**src/rtl/cache_refill_ctrl.sv**
```systemverilog
`default_nettype none
// cache_refill_ctrl: fetches one cache line as BEATS response beats and writes it to the data array.
// Optional critical-word forward port enabled by defining CACHE_REFILL_CRIT_FWD_EN.
module cache_refill_ctrl #(
    parameter int ADDR_WIDTH = 32,
    parameter int BEAT_WIDTH = 64,
    parameter int BEATS      = 4
) (
    input  logic                          clk,
    input  logic                          rstn,
    input  logic                          req_valid_i,
    output logic                          req_ready_o,
    input  logic [ADDR_WIDTH-1:0]         req_addr_i,
    output logic                          mem_req_valid_o,
    input  logic                          mem_req_ready_i,
    output logic [ADDR_WIDTH-1:0]         mem_req_addr_o,
    input  logic                          mem_resp_valid_i,
    output logic                          mem_resp_ready_o,
    input  logic [BEAT_WIDTH-1:0]         mem_resp_data_i,
    output logic                          line_wr_valid_o,
    input  logic                          line_wr_ready_i,
    output logic [ADDR_WIDTH-1:0]         line_wr_addr_o,
    output logic [BEATS*BEAT_WIDTH-1:0]   line_wr_data_o,
`ifdef CACHE_REFILL_CRIT_FWD_EN
    output logic                          fwd_valid_o,
    output logic [BEAT_WIDTH-1:0]         fwd_data_o,
`endif
    output logic                          busy_o
);

    localparam int OFF  = $clog2(BEATS * BEAT_WIDTH / 8);
    localparam int BOFF = $clog2(BEAT_WIDTH / 8);
    localparam int CW   = $clog2(BEATS);
    localparam logic [CW-1:0] LAST_BEAT = CW'(BEATS - 1);

    typedef enum logic [1:0] {
        IDLE  = 2'd0,
        MREQ  = 2'd1,
        FILL  = 2'd2,
        WRITE = 2'd3
    } state_t;

    state_t                        state_q;
    logic [CW-1:0]                 beat_cnt_q;
    logic [CW-1:0]                 beat_cnt_d;
    logic [ADDR_WIDTH-1:0]         addr_q;
    logic [BEATS*BEAT_WIDTH-1:0]   line_q;
    logic [ADDR_WIDTH-1:0]         line_addr;
    logic                          unused_addr_bits;

    assign beat_cnt_d       = beat_cnt_q + CW'(1);
    assign line_addr        = {addr_q[ADDR_WIDTH-1:OFF], {OFF{1'b0}}};
    // Offset bits inside the line only matter for critical-word selection.
    assign unused_addr_bits = ^addr_q[OFF-1:0];

    assign req_ready_o      = (state_q == IDLE);
    assign busy_o           = (state_q != IDLE);
    assign mem_req_valid_o  = (state_q == MREQ);
    assign mem_req_addr_o   = line_addr;
    assign mem_resp_ready_o = (state_q == FILL);
    assign line_wr_valid_o  = (state_q == WRITE);
    assign line_wr_addr_o   = line_addr;
    assign line_wr_data_o   = line_q;

    always_ff @(posedge clk or negedge rstn) begin
        if (!rstn) begin
            state_q    <= IDLE;
            beat_cnt_q <= '0;
            addr_q     <= '0;
            line_q     <= '0;
        end else begin
            case (state_q)
                IDLE: begin
                    if (req_valid_i) begin
                        addr_q  <= req_addr_i;
                        state_q <= MREQ;
                    end
                end
                MREQ: begin
                    if (mem_req_ready_i) begin
                        beat_cnt_q <= '0;
                        state_q    <= FILL;
                    end
                end
                FILL: begin
                    if (mem_resp_valid_i) begin
                        for (int k = 0; k < BEATS; k++) begin
                            if (beat_cnt_q == CW'(k)) begin
                                line_q[k*BEAT_WIDTH +: BEAT_WIDTH] <= mem_resp_data_i;
                            end
                        end
                        beat_cnt_q <= beat_cnt_d;
                        if (beat_cnt_q == LAST_BEAT) begin
                            state_q <= WRITE;
                        end
                    end
                end
                WRITE: begin
                    if (line_wr_ready_i) begin
                        state_q <= IDLE;
                    end
                end
                default: state_q <= IDLE;
            endcase
        end
    end

`ifdef CACHE_REFILL_CRIT_FWD_EN
    logic                  fwd_valid_q;
    logic [BEAT_WIDTH-1:0] fwd_data_q;
    logic [CW-1:0]         crit_idx;

    assign crit_idx    = addr_q[OFF-1:BOFF];
    assign fwd_valid_o = fwd_valid_q;
    assign fwd_data_o  = fwd_data_q;

    always_ff @(posedge clk or negedge rstn) begin
        if (!rstn) begin
            fwd_valid_q <= 1'b0;
            fwd_data_q  <= '0;
        end else begin
            fwd_valid_q <= 1'b0;
            if (state_q == FILL && mem_resp_valid_i && beat_cnt_q == crit_idx) begin
                fwd_valid_q <= 1'b1;
                fwd_data_q  <= mem_resp_data_i;
            end
        end
    end
`endif

endmodule
`default_nettype wire

```
**config.mk**
```make
export PLATFORM = sky130hd
export DESIGN_NAME = cache_refill_ctrl
export DESIGN_NICKNAME = d
export VERILOG_FILES = /design/src/rtl/cache_refill_ctrl.sv
export SDC_FILE = /design/constraint.sdc
export NUM_CORES = 1
export LEC_CHECK = 0
export CAP_MARGIN = 5
export CORE_MARGIN = 4
export CORE_UTILIZATION = 45
export DETAILED_ROUTE_END_ITERATION = 7
export GPL_TIMING_DRIVEN = 1
export MAX_ROUTING_LAYER = met4
export PLACE_DENSITY = 0.81
export SKIP_CTS_REPAIR_TIMING = 1
export SLEW_MARGIN = 20
export SYNTH_ARGS = -nofsm -noshare
export SYNTH_HDL_FRONTEND = slang
export SYNTH_SLANG_ARGS = --single-unit
```
**constraint.sdc**
```tcl
create_clock -name clk -period 1.8 [get_ports clk]
set_input_delay 0.36 -clock clk [delete_from_list [all_inputs] [get_ports clk]]
set_output_delay 0.36 -clock clk [all_outputs]
set_load 0.05 [all_outputs]
```
==> results.md <==
- Syn Inst Count: 672
- Core Area: 25100 um^2
- Worst-path cell chain: buf_6, inv_6, ha_4, clkinvlp_4, buf_12
- Routed wire per std cell: 20.2 um
- WL met1: 11.5 mm
- RSZ-0062 raised after global routing: true
- CTS clk-pin slew, worst paths: 0.06 ns
- Largest net degree at the start of global routing: 60
- CP startpoint: state_q[1]
- Initial Util: 45.7%
- Worst Path Class, Setup: flip-flop to primary output
- Slew Limit Fails: 0
- Finished Core Util: 65.2%
- Gr usage total: 20.8%
- Yosys cell types: 20
- Crit Reg-Reg Endpoint: line_wr_data_o[230]
- Top Metal Used: met4
- Worst reg-to-reg path cell count: 6
- Required time of the worst setup path: 1.44 ns
- Detailed Route WL: 29.5 mm
- Die area: 28100 um^2
- Commonest non-fill, non-tap cells in the layout: buf_4, dfrtp_1, mux2_2, clkdlybuf4s50_1, mux2_4
- Hold Path Class: primary input to async pin
- Final HPWL from detailed placement: 21.5 mm
- Status: complete, but fails checks
- Share of the synthesized area in the top cell type: 62.6%
- DRC: 0
- GR Overflow Total: 0
- H-tree Lvls: 1
- Num ports: 427
- Share of cells above drive strength 1: 62.1%
- Synth Cell Area: 11500 um^2
- Antenna diodes: 0
- CTS tree: yes
- Growth of design area from synthesis to finish: 42.6%
- Arr. time, crit path: 1.54 ns
- Slowest CP cell: dfrtp_1
- Final Hold Fails: 0
- Min cycle time layout: 1.90 ns
- Failing checks: negative setup slack
- Initial antenna violation count: 0
- 1st-iter DRT viols: 307
- Flip-flop and latch count after synthesis: 287
- Die Wd: 168 um
- Largest cells by area after synthesis: dfrtp_1, mux2_2, mux2_4
- DRT antenna net count: 0
- Worst hold slack: 0.364 ns
- CTS max path bufs: 3
- Fin worst setup slack: -0.102 ns
- Routability congestion estimate: 0.786
- Met2 routed WL: 15.2 mm
- Largest area contributor in the synthesized netlist: dfrtp_1
- Die height: 168 um
- Clock skew: 0.0119 ns
- CTS Sinks: 287
- Reg-to-reg setup timing slack: -0.01 ns
- Share of the yosys chip area belonging to registers: 62.6%
- Setup violators final: 7
- Vias per Instance: 4.93
- Num CTS Buffers: 30
- Root Driver: clkbuf_16
- DR pass1 iterations: 4
- Worst R2R Start: state_q[0]
- Post-Syn Area per Cell: 17.1 um^2
- Final worst-path cycle share: 106%
- Vias in the first global route: 7868
- Clk_lat worst skew: 0.54 ns
- Top delay family on crit path: buffers and inverters
- Critical Path Source Type: flip-flop
- Commonest non-fill, non-tap cell in the layout: buf_4
- Nets: 1222
- Max frequency: 526 MHz
- Routed vias: 7207
- First-pass GRT wire length: 45.2 mm
- Port bufs: 411
- DR WL met3: 1.81 mm
- Syn. warnings: 0
- CP peak stage delay: 0.39 ns
- CP bufs+invs: 4
- Critical path capture point type: primary output
- MaxCap Viol Count: 0
- Critical path peak fanout: 4
- Rows: 58
area by class of cell:
| cell class | count | area [um^2] |
|---|---|---|
| Clock buffer | 47 | 946 |
| Clock inverter | 6 | 85.1 |
| Fill cell | 1811 | 8730 |
| Inverter | 8 | 38.8 |
| Multi-Input combinational cell | 321 | 3770 |
| Sequential cell | 287 | 7180 |
| Tap cell | 330 | 413 |
| Timing Repair Buffer | 463 | 3940 |
synth_stat cells (all sizes together):
library cell	number
inv	8
o22ai	1
nor2	2
a22o	2
ha	9
mux2i	1
nand2b	1
nand3	6
o221ai	1
dfrtp	287
o21ai	3
mux2	284
buf	65
nand2	1
conb	1
worst max path at each step:
| stage | end | slack (ns) | cells past startpoint |
|---|---|---|---|
| 2_1_floorplan | state_q[1] | 0.009 | 6 |
| 3_3_place_gp | line_wr_data_o[86] | -0.14 | 5 |
| 3_5_place_dp | line_wr_data_o[81] | -0.17 | 5 |
| 4_1_cts | busy_o | -0.23 | 5 |
| 5_1_grt | busy_o | -0.17 | 5 |
| 6_report | busy_o | -0.10 | 5 |
state kept, by name, indices dropped and copies added (netlist names):
name            flops
line_wr_data_o    256
addr_q             27
beat_cnt_q          2
state_q             2
layer usage:
metal,GRT usage [%],up-vias
li1,-,3196
met4,6.77,0
met5,-,-
met2,36.1,280
met1,24.4,3674
met3,4.20,57
per-stage QoR:
| stage | area, um^2 | setup WS [ns] | instances | setup TNS (ns) |
|---|---|---|---|---|
| after floorplan | 11500 | 0.00933 | 681 | 0 |
| after global placement | 15300 | -0.138 | 1407 | -19.71 |
| after detailed placement | 15300 | -0.166 | 1407 | -23.51 |
| after CTS | 16300 | -0.225 | 1460 | -1.25 |
| after global routing | 16400 | -0.174 | 1462 | -3.76 |
| final | 16400 | -0.102 | 1462 | -0.333 |
cell families after synthesis:
logic type / synth area share (%)
muxes: 29.9
adders and majority gates: 0.981
DFF: 62.6
other: 0.0327
and+or+nand+nor: 0.850
buffers and inverters: 5.25
AOI/OAI and AO/OA: 0.414
Power is left out: the tool's default activity adds up to more than one toggle a clock period on the data nets, which glitch-free logic cannot reach.
